**config.mk**
```make
export PLATFORM = sky130hd
export DESIGN_NAME = ls_stream_cfg_sequencer
export DESIGN_NICKNAME = d
export VERILOG_FILES = /design/src/rtl/mage_pkg.sv /design/src/rtl/ls_seq_beat_counter.sv /design/src/rtl/ls_stream_cfg_sequencer.sv
export SDC_FILE = /design/constraint.sdc
export NUM_CORES = 1
export LEC_CHECK = 0
export CAP_MARGIN = 5
export CORE_MARGIN = 10
export CORE_UTILIZATION = 50
export DETAILED_ROUTE_END_ITERATION = 10
export GPL_ROUTABILITY_DRIVEN = 0
export HOLD_SLACK_MARGIN = 0.06
export PLACE_DENSITY = 0.9
export SKIP_LAST_GASP = 1
export SYNTH_ARGS = -nofsm -noshare
export SYNTH_HDL_FRONTEND = slang
export SYNTH_HIERARCHICAL = 1
export SYNTH_SLANG_ARGS = --single-unit
export TNS_END_PERCENT = 20
```
**constraint.sdc**
```tcl
create_clock -name clk_i -period 4.6 [get_ports clk_i]
set_clock_uncertainty 0.2 [all_clocks]
set_input_delay 0.69 -clock clk_i [delete_from_list [all_inputs] [get_ports clk_i]]
set_output_delay 0.69 -clock clk_i [all_outputs]
set_load 0.05 [all_outputs]
```
**src/rtl/mage_pkg.sv**
```systemverilog
// Shared MAGE constants and the load/store configuration sequencer state encoding.
package mage_pkg;

  localparam int KMEM_SIZE       = 8;
  localparam int N_CFG_ADDR_BITS = $clog2(KMEM_SIZE);

  // Slot count at slot-count width, used to clamp oversize requests.
  localparam logic [N_CFG_ADDR_BITS:0] KMEM_SLOTS = KMEM_SIZE[N_CFG_ADDR_BITS:0];

  typedef enum logic [1:0] {SEQ_IDLE, SEQ_RUN, SEQ_DONE} ls_seq_state_t;

endpackage

```
**src/rtl/ls_seq_beat_counter.sv**
```systemverilog
// Loadable down-counter for beats within a slot; advances only on enabled (non-stalled) cycles
// and flags the last beat when it reaches zero.
module ls_seq_beat_counter #(
  parameter int CNT_W = 16
) (
  input  logic             i_clk,
  input  logic             i_rst,
  input  logic             i_load,
  input  logic [CNT_W-1:0] i_load_val,
  input  logic             i_en,
  output logic             o_tc
);

  localparam logic [CNT_W-1:0] L_ONE = 1;

  logic [CNT_W-1:0] r_cnt;

  always_ff @(posedge i_clk or posedge i_rst) begin
    if (i_rst) begin
      r_cnt <= '0;
    end else if (i_load) begin
      r_cnt <= i_load_val;
    end else if (i_en && !o_tc) begin
      r_cnt <= r_cnt - L_ONE;
    end
  end

  assign o_tc = (r_cnt == '0);

endmodule

```
**src/rtl/ls_stream_cfg_sequencer.sv**
```systemverilog
// Steps the L/S stream-select configuration slot address through n_slots slots, n_iter times.
// Optional stall cycle counter on stall_cnt_o when LS_SEQ_STALL_CNT_EN is defined.
module ls_stream_cfg_sequencer
  import mage_pkg::*;
#(
  parameter int CNT_W = 16
) (
  input  logic                                 clk_i,
  input  logic                                 rst_i,
  input  logic                                 start_i,
  input  logic                                 abort_i,
  input  logic                                 stall_i,
  input  logic [N_CFG_ADDR_BITS:0]             n_slots_i,
  input  logic [CNT_W-1:0]                     n_iter_i,
  input  logic [KMEM_SIZE-1:0][CNT_W-1:0]      slot_len_i,
  output logic [N_CFG_ADDR_BITS-1:0]           rcfg_ctrl_addr_o,
  output logic                                 cfg_valid_o,
  output logic                                 slot_switch_o,
  output logic                                 busy_o,
  output logic                                 done_o
`ifdef LS_SEQ_STALL_CNT_EN
  ,
  output logic [31:0]                          stall_cnt_o
`endif
);

  localparam logic [N_CFG_ADDR_BITS:0]   L_ONE_S = 1;
  localparam logic [N_CFG_ADDR_BITS-1:0] L_ONE_A = 1;
  localparam logic [CNT_W-1:0]           L_ONE_C = 1;

  // A programmed length of 0 still yields one beat; the counter holds beats-minus-one.
  function automatic logic [CNT_W-1:0] f_beats_m1(input logic [CNT_W-1:0] len);
    return (len == '0) ? '0 : (len - L_ONE_C);
  endfunction

  ls_seq_state_t              r_state, w_state_nxt;
  logic [N_CFG_ADDR_BITS-1:0] r_addr, w_addr_nxt;
  logic [CNT_W-1:0]           r_iter, w_iter_nxt;
  logic [N_CFG_ADDR_BITS:0]   r_n_slots, w_n_slots_nxt;
  logic [CNT_W-1:0]           r_n_iter, w_n_iter_nxt;
  logic                       r_valid, w_valid_nxt;
  logic                       r_switch, w_switch_nxt;
  logic                       r_busy, w_busy_nxt;
  logic                       r_done, w_done_nxt;

  logic                       w_bc_load, w_bc_en, w_bc_tc;
  logic [CNT_W-1:0]           w_bc_val;

  logic [N_CFG_ADDR_BITS:0]   w_ns_clamp;
  logic                       w_last_slot, w_last_iter;
  logic [N_CFG_ADDR_BITS-1:0] w_addr_inc;

  assign w_ns_clamp  = (n_slots_i > KMEM_SLOTS) ? KMEM_SLOTS : n_slots_i;
  assign w_last_slot = ({1'b0, r_addr} == (r_n_slots - L_ONE_S));
  assign w_last_iter = (r_iter == (r_n_iter - L_ONE_C));
  assign w_addr_inc  = r_addr + L_ONE_A;

  ls_seq_beat_counter #(.CNT_W(CNT_W)) u_beat_cnt (
    .i_clk      (clk_i),
    .i_rst      (rst_i),
    .i_load     (w_bc_load),
    .i_load_val (w_bc_val),
    .i_en       (w_bc_en),
    .o_tc       (w_bc_tc)
  );

  always_ff @(posedge clk_i or posedge rst_i) begin
    if (rst_i) begin
      r_state   <= SEQ_IDLE;
      r_addr    <= '0;
      r_iter    <= '0;
      r_n_slots <= '0;
      r_n_iter  <= '0;
      r_valid   <= 1'b0;
      r_switch  <= 1'b0;
      r_busy    <= 1'b0;
      r_done    <= 1'b0;
    end else begin
      r_state   <= w_state_nxt;
      r_addr    <= w_addr_nxt;
      r_iter    <= w_iter_nxt;
      r_n_slots <= w_n_slots_nxt;
      r_n_iter  <= w_n_iter_nxt;
      r_valid   <= w_valid_nxt;
      r_switch  <= w_switch_nxt;
      r_busy    <= w_busy_nxt;
      r_done    <= w_done_nxt;
    end
  end

  always_comb begin
    w_state_nxt   = r_state;
    w_addr_nxt    = r_addr;
    w_iter_nxt    = r_iter;
    w_n_slots_nxt = r_n_slots;
    w_n_iter_nxt  = r_n_iter;
    w_valid_nxt   = r_valid;
    w_switch_nxt  = 1'b0;
    w_busy_nxt    = r_busy;
    w_done_nxt    = 1'b0;
    w_bc_load     = 1'b0;
    w_bc_val      = '0;
    w_bc_en       = 1'b0;

    case (r_state)
      SEQ_IDLE: begin
        w_addr_nxt  = '0;
        w_iter_nxt  = '0;
        w_valid_nxt = 1'b0;
        w_busy_nxt  = 1'b0;
        if (start_i && !abort_i) begin
          w_busy_nxt = 1'b1;
          if ((w_ns_clamp == '0) || (n_iter_i == '0)) begin
            w_state_nxt = SEQ_DONE;
            w_done_nxt  = 1'b1;
          end else begin
            w_state_nxt   = SEQ_RUN;
            w_n_slots_nxt = w_ns_clamp;
            w_n_iter_nxt  = n_iter_i;
            w_valid_nxt   = 1'b1;
            w_switch_nxt  = 1'b1;
            w_bc_load     = 1'b1;
            w_bc_val      = f_beats_m1(slot_len_i[0]);
          end
        end
      end

      SEQ_RUN: begin
        if (abort_i) begin
          w_state_nxt = SEQ_IDLE;
          w_addr_nxt  = '0;
          w_iter_nxt  = '0;
          w_valid_nxt = 1'b0;
          w_busy_nxt  = 1'b0;
          w_bc_load   = 1'b1;
        end else if (!stall_i) begin
          if (!w_bc_tc) begin
            w_bc_en = 1'b1;
          end else if (!w_last_slot) begin
            w_addr_nxt   = w_addr_inc;
            w_switch_nxt = 1'b1;
            w_bc_load    = 1'b1;
            w_bc_val     = f_beats_m1(slot_len_i[w_addr_inc]);
          end else if (!w_last_iter) begin
            w_addr_nxt   = '0;
            w_iter_nxt   = r_iter + L_ONE_C;
            w_switch_nxt = 1'b1;
            w_bc_load    = 1'b1;
            w_bc_val     = f_beats_m1(slot_len_i[0]);
          end else begin
            w_state_nxt = SEQ_DONE;
            w_valid_nxt = 1'b0;
            w_done_nxt  = 1'b1;
            w_bc_load   = 1'b1;
          end
        end
      end

      SEQ_DONE: begin
        w_state_nxt = SEQ_IDLE;
        w_addr_nxt  = '0;
        w_iter_nxt  = '0;
        w_valid_nxt = 1'b0;
        w_busy_nxt  = 1'b0;
      end

      default: begin
        w_state_nxt = SEQ_IDLE;
        w_addr_nxt  = '0;
        w_iter_nxt  = '0;
        w_valid_nxt = 1'b0;
        w_busy_nxt  = 1'b0;
      end
    endcase
  end

  assign rcfg_ctrl_addr_o = r_addr;
  assign cfg_valid_o      = r_valid;
  assign slot_switch_o    = r_switch;
  assign busy_o           = r_busy;
  assign done_o           = r_done;

`ifdef LS_SEQ_STALL_CNT_EN
  logic [31:0] r_stall_cnt;

  // Restarts with each new sequence and is left untouched afterwards so it can be read out.
  always_ff @(posedge clk_i or posedge rst_i) begin
    if (rst_i) begin
      r_stall_cnt <= '0;
    end else if ((r_state == SEQ_IDLE) && (w_state_nxt == SEQ_RUN)) begin
      r_stall_cnt <= '0;
    end else if ((r_state == SEQ_RUN) && stall_i && (r_stall_cnt != '1)) begin
      r_stall_cnt <= r_stall_cnt + 32'd1;
    end
  end

  assign stall_cnt_o = r_stall_cnt;
`endif

endmodule

```
Word level (Yosys, flattened, before mapping)
Cells that the tools add are included.
W data, S select, Z words.
{ "totals": {"ff_bits": 61, "input_bits": 153, "out_inout_bits": 7, "wordCells": 116} }
{ "classes": {"n_addsub": 7, "magnitude_cmp": 2, "eq_ne": 11, "mux": 68, "n_bitwise": 1, "reduce_logical": 17} }
{ "ops": {"columns": ["operator", "n"], "rows": [
  ["$mux W16", 18],
  ["$logic_not A16 Y1", 4],
  ["$sub A16 B1 Y16 const B", 4],
  ["$bmux W16 S3", 1],
  ["$pmux W16 S2", 1],
  ["$mux W1", 28],
  ["$mux W3", 6],
  ["$add A16 B1 Y16 const B", 1],
  ["$eq A16 B16 Y1", 1],
  ["$mux W2", 7],
  ["$ne A3 B3 Y1 const B", 4],
  ["$pmux W1 S2", 5],
  ["$reduce_and A4 Y1", 2],
  ["$reduce_and A3 Y1", 2],
  ["$reduce_and A5 Y1", 1],
  ["$eq A3 B4 Y1", 1],
  ["$gt A4 B4 Y1 const B", 1],
  ["$logic_not A4 Y1", 1],
  ["$lt A3 B4 Y1 const B", 1],
  ["$mux W4", 1],
  ["$ne A2 B2 Y1 const B", 2],
  ["$ne A4 B4 Y1 const B", 1],
  ["$pmux W2 S2", 1],
  ["$sub A4 B1 Y4 const B", 1],
  ["other kinds (9)", 11]
]} }

Logic depth before layout (Yosys ltp)
Gate-level depths: netlist (run 1).
{ "depth": {"ltp_word": 11, "mapped_depth": 18, "ltp_nobuf": 13} }

By module
Netlist (run 1), hierarchy kept.
{ "modules_own_cells": {"columns": ["mod", "n_inst", "cells_per_inst", "area_per_inst_um2", "seq_area_each_um2"], "rows": [
  ["ls_stream_cfg_sequencer", 1, 521, 4964.8, 1126.1],
  ["ls_seq_beat_counter", 1, 115, 993.5, 400.4]
]} }

Worst setup path before layout (run 1)
OpenSTA, ideal clock, no wires.
{ "synth_timing": {"path_kind": "register to register", "start": "register r_addr[1], in the netlist rcfg_ctrl_addr_o[1]", "end": "register u_beat_cnt.r_cnt[9]", "setup_time_ns": 0.146, "arrival_time_ns": 3.678, "required_ns": 4.254, "path_slack_ns": 0.576, "path_stages_with_launch": 16, "path_buffers": 4, "synth_period_minus_slack_ns": 4.024, "path_cell_list": "dfrtp_1 -> ha_1 -> xor2_1 -> buf_2 -> buf_2 -> mux4_2 -> mux2i_1 -> ha_1 -> nand2_1 -> nor4_1 -> or3_1 -> buf_2 -> buf_2 -> o32ai_1 -> nand2_1 -> o311ai_0"} }
{ "synth_between": {"elab_chain_len": 11, "word_cells_on_any_way": 13, "cone_classes": "add/sub: 2; eq/ne: 1; mux: 9; reduce/logical: 1"} }
{ "synth_rtl": {"columns": ["element", "line", "rtl"], "rows": [
  ["from (decl)", "ls_stream_cfg_sequencer.sv:37", "logic [N_CFG_ADDR_BITS-1:0] r_addr, w_addr_nxt;"],
  ["from (signal assigned)", "ls_stream_cfg_sequencer.sv:80", "r_addr <= w_addr_nxt;"],
  ["$add A3 B1 Y3", "ls_stream_cfg_sequencer.sv:56", "assign w_addr_inc = r_addr + L_ONE_A;"],
  ["$bmux W16 S3", "ls_stream_cfg_sequencer.sv:143", "w_bc_val = f_beats_m1(slot_len_i[w_addr_inc]);"],
  ["$mux W16 (not written as such)", "ls_stream_cfg_sequencer.sv:143", null],
  ["$sub A16 B1 Y16 / $logic_not A16 Y1 (equally long branches)", "ls_stream_cfg_sequencer.sv:33", "return (len == '0) ? '0 : (len - L_ONE_C);"],
  ["$mux W16", "ls_stream_cfg_sequencer.sv:33", null],
  ["$mux W16 (*)", "ls_stream_cfg_sequencer.sv:139", "end else if (!w_last_slot) begin"],
  ["$mux W16 (*)", "ls_stream_cfg_sequencer.sv:137", "if (!w_bc_tc) begin"],
  ["$mux W16 (*)", "ls_stream_cfg_sequencer.sv:136", "end else if (!stall_i) begin"],
  ["$mux W16 (*)", "ls_stream_cfg_sequencer.sv:129", "if (abort_i) begin"],
  ["$pmux W16 S2 (*)", "ls_stream_cfg_sequencer.sv:105", "case (r_state)"],
  ["via w_bc_val[9]", "ls_stream_cfg_sequencer.sv:47", "logic [CNT_W-1:0] w_bc_val;"],
  ["$mux W16 (*)", "ls_seq_beat_counter.sv:21", "end else if (i_load) begin"],
  ["to (signal assigned)", "ls_seq_beat_counter.sv:22", "r_cnt <= i_load_val;"],
  ["to (signal assigned)", "ls_seq_beat_counter.sv:24", "r_cnt <= r_cnt - L_ONE;"],
  ["to (decl)", "ls_seq_beat_counter.sv:16", "logic [CNT_W-1:0] r_cnt;"]
]} }
The timed path passes the listed nets; every way through them passes the cells marked *. The select of a mux whose other input is x is not followed.
A chain may end at the register's enable or synchronous reset.

Worst setup path after layout (run 1)
{ "layout_timing": {"start": "register u_beat_cnt.r_cnt[10]", "end": "register u_beat_cnt.r_cnt[7]"} }
{ "layout_between": {"word_cells_on_any_way": 17, "cone_classes": "mux: 13; reduce/logical: 4"} }
{ "layout_lines": {"columns": ["element", "line", "rtl"], "rows": [
  ["$logic_not A16 Y1 (*)", "ls_seq_beat_counter.sv:28", "assign o_tc = (r_cnt == '0);"],
  ["via w_bc_tc", "ls_stream_cfg_sequencer.sv:46", "logic w_bc_load, w_bc_en, w_bc_tc;"],
  ["$mux W1 (*)", "ls_stream_cfg_sequencer.sv:137", null],
  ["$mux W1 (*)", "ls_stream_cfg_sequencer.sv:136", null],
  ["$mux W1 (*)", "ls_stream_cfg_sequencer.sv:129", null],
  ["$pmux W1 S2 (*)", "ls_stream_cfg_sequencer.sv:105", null],
  ["via w_bc_load", "ls_stream_cfg_sequencer.sv:46", null],
  ["$mux W16 / $reduce_bool A2 Y1 (equally long branches)", null, null]
]} }
The timed path passes the listed nets; every way through them passes the cells marked *.

==> results of run 1 <==
==> registers in the layout, summed over array words and instances (netlist names) <==
| name | cells |
|---|---|
| r_iter | 16 |
| r_n_iter | 16 |
| u_beat_cnt/r_cnt | 16 |
| r_n_slots | 4 |
| rcfg_ctrl_addr_o | 3 |
| r_state | 2 |
| busy_o | 1 |
| cfg_valid_o | 1 |
| done_o | 1 |
| slot_switch_o | 1 |
==> placed cells by master (no fill, tap or decap), types with 7 or more instances in the layout <==
| cell type | count |
|---|---|
| or3_1 | 7 |
| a21oi_1 | 26 |
| o21ai_0 | 14 |
| clkdlybuf4s50_1 | 159 |
| dfrtp_1 | 60 |
| inv_1 | 22 |
| nor2_1 | 49 |
| o32ai_1 | 13 |
| mux4_2 | 33 |
| a31oi_1 | 7 |
| clkbuf_16 | 9 |
| nand4_1 | 19 |
| buf_4 | 8 |
| mux2_2 | 18 |
| nand3_1 | 18 |
| ha_1 | 8 |
| nor4_1 | 14 |
| nor2b_1 | 8 |
| nand2_1 | 57 |
| nor3_1 | 29 |
| xnor2_1 | 24 |
| mux2i_1 | 31 |
| nand2b_1 | 13 |
| xor2_1 | 21 |
==> metal layers <==
layer,vias up,part of all wire,track usage
met5,-,0,0
li1,2692,-,-
met1,2964,0.40,0.323
met4,0,0.032,0.0756
met3,67,0.088,0.0555
met2,409,0.48,0.405
==> worst paths after layout <==
| check | start | to | slack [ps] | cells past startpoint |
|---|---|---|---|---|
| setup / recovery | u_beat_cnt/r_cnt[10] | u_beat_cnt/r_cnt[7] | 560 | 10 |
| hold / removal | r_n_slots[1] | r_n_slots[1] | 300 | 2 |
| setup reg to reg | u_beat_cnt/r_cnt[10] | u_beat_cnt/r_cnt[7] | 560 | 10 |
| hold reg to reg | r_n_slots[1] | r_n_slots[1] | 300 | 2 |
| max in group asynchronous | rst_i | rcfg_ctrl_addr_o[0] | 3080 | 3 |
| min in group asynchronous | rst_i | u_beat_cnt/r_cnt[14] | 600 | 2 |
==> metrics by stage <==
| stage | hold WS (ps) | instance area (um^2) |
|---|---|---|
| global placement | 277 | 7570 |
| CTS | 312 | 7870 |
| floorplan | 248 | 5960 |
| finish | 305 | 7870 |
| global route | 347 | 7870 |
| detailed placement | 303 | 7570 |
==> report_power, final <==
group / total [uW] / internal (uW) / switching (uW) / leakage [uW]
Clock: 686 / 421 / 265 / 0.000146
Sequential: 740 / 620 / 121 / 0.000787
Combinational: 694 / 361 / 333 / 0.00193
Total: 2120 / 1400 / 718 / 0.00287
==> kinds of logic (layout without fill, tap and decap cells) <==
| logic type | after synthesis | count (layout) |
|---|---|---|
| multiplexers | 82 | 82 |
| XOR/XNOR | 48 | 48 |
| buffers and inverters | 60 | 206 |
| flip-flops | 61 | 61 |
| AND/OR/NAND/NOR | 262 | 262 |
| AO/OA/AOI/OAI | 115 | 115 |
| adder cells (fa/ha/maj) | 8 | 8 |
==> critical path: stages (launching register included) <==
cell	delay, ps
dfrtp_1	440
nor4_1	900
and4_1	470
nor2b_1	470
o21ai_0	150
o21a_1	130
nor2_1	110
buf_4	250
inv_1	320
o311ai_0	190
o311ai_0	230
==> cell type report <==
| type | instances | area (um^2) |
|---|---|---|
| fill | 769 | 3700 |
| sequential | 61 | 1530 |
| clock inverter | 7 | 73.8 |
| inverter | 23 | 86.3 |
| tap | 143 | 179 |
| clock buffer | 9 | 225 |
| multi-input combinational | 515 | 4130 |
| timing repair buffer | 167 | 1650 |
==> out/metrics.csv, run 1 <==
stage,metric,value,unit
sta,rsz0062_at_grt,false,
critical_path,critPathArrivalTime,4000,ps
floorplanning,coreArea,11600,um^2
logic_synthesis,synth_ff_type,dfrtp_1,
global_routing,track_usage,0.248,
sta,post-route-period-util,0.878,
logic_synthesis,synth_top_area_frac,0.256,
drt,vias,6132,
clocking,cts_resized,0,
finish,fin_nets,938,
global_routing,grt_overflow,0,
place,port_buffers,159,
pwr,p_leak,0.00287,uW
logic_synthesis,yosys_warnings,6,
logic_synthesis,yosysMostFrequentCell,dfrtp_1,
sta,setup_viol,0,
floorplanning,dieArea,16700,um^2
clocking,cts_buffer_depth,2,
drt,vias_per_cell,6.63,
critical_path,required,4560,ps
drt,routedWlPerCell,22.5,um
drt,postRouteAntennaNets,0,
critical_path,path_class,flop to flop,
floorplanning,start_util,0.515,
finish,fin_cells,925,
logic_synthesis,synth_area_leaders,"dfrtp_1 (26%), mux4_2 (12%), mux2i_1 (5.2%)",
sta,finalCriticalPeriod,4040,ps
sta,finalSetupTns,0,ps
global_routing,grt_max_degree,66,
global_routing,antenna_found_initial,0,
global_routing,grt_pass1_wl,33.4,mm
floorplanning,die_x,129,um
critical_path,path_max_fanout,20,
clocking,clkLatencyLatePin,330,ps
logic_synthesis,yosysSeqAreaShare,0.256,
logic_synthesis,synth_seq_cells,61,
place,dp_hpwl,16.1,mm
logic_synthesis,synthAdderAreaFrac,0.0168,
logic_synthesis,yosys.area_share.simple,0.237,
sta,fin_ws,561,ps
finish,area_growth,32.1,%
clocking,post_cts_buffers,0,
finish,antenna-diode-count,0,
clocking,ctsHoldBuffers,0,
sta,tightest_slew,1020,ps
logic_synthesis,netlist_area,5960,um^2
clocking,cts_num_sinks,61,
worst_hold_path,hold_class,flop to flop,
place,dp.cells,909,
logic_synthesis,synth_top_cell_by_area,dfrtp_1,
sta,hold_violations,0,
logic_synthesis,synth_xor_area_frac,0.0760,
floorplanning,boundaryPins,160,
logic_synthesis,synth_cell_types,80,
sta,max_freq,248,MHz
global_routing,grt_pass1_vias,6217,
run,drv_cap,0,
clocking,htreeDepth,3,
outcome,outcome,"complete, no violations",
logic_synthesis,synth_cells,636,
floorplanning,die_h,129,um
sta,maxSlewHeadroom,0.313,
logic_synthesis,synth_top_family_by_area,simple AND/OR/NAND/NOR gates,
logic_synthesis,synthesis.nets,797,
logic_synthesis,synth_compound_area_frac,0.151,
drt,dr.pass1.iters,8,
clocking,cts_buffers,9,
logic_synthesis,synthArstFlopShare,1.00,
drt,drc,0,
sta,drv_slew,0,
floorplanning,row_count,39,
logic_synthesis,synth_common_cells,"dfrtp_1 (61), nand2_1 (57), nor2_1 (49), mux4_2 (33), mux2i_1 (31)",
pwr,power_density,269,nW/um^2
drt,wirelength,20.8,mm
finish,final_util,0.680,
logic_synthesis,synthMuxAreaShare,0.211,
pwr,p_total,2120,uW
critical_path,critPathLaunchType,flop,
drt,drt_iter0_drc,978,
logic_synthesis,synth_edf_count,0,
clocking,cts_tree,yes,
finish,drive_above_1_share,0.139,
pwr,ir_drop,0.166,mV
logic_synthesis,avgSynthCellArea,9.37,um^2
clocking,cts.clk_slew.worst_paths,60,ps
place,dpl_worst_slack,719,ps
clocking,clock-root-buffer,clkbuf_16,
critical_path,cp-end-kind,flop,
Note: power is estimated with default switching activity, not from simulation.
==> run 2, diff against run 1 <==
--- a/config.mk
+++ b/config.mk
@@ -10,7 +10,7 @@
 export CORE_UTILIZATION = 50
 export DETAILED_ROUTE_END_ITERATION = 10
 export GPL_ROUTABILITY_DRIVEN = 0
-export HOLD_SLACK_MARGIN = 0.06
+export HOLD_SLACK_MARGIN = 0.08
 export PLACE_DENSITY = 0.9
 export SKIP_LAST_GASP = 1
 export SYNTH_ARGS = -nofsm -noshare
==> results of run 2 <==
Same layout as run 1: the final DEF is identical, and so are final timing and power.
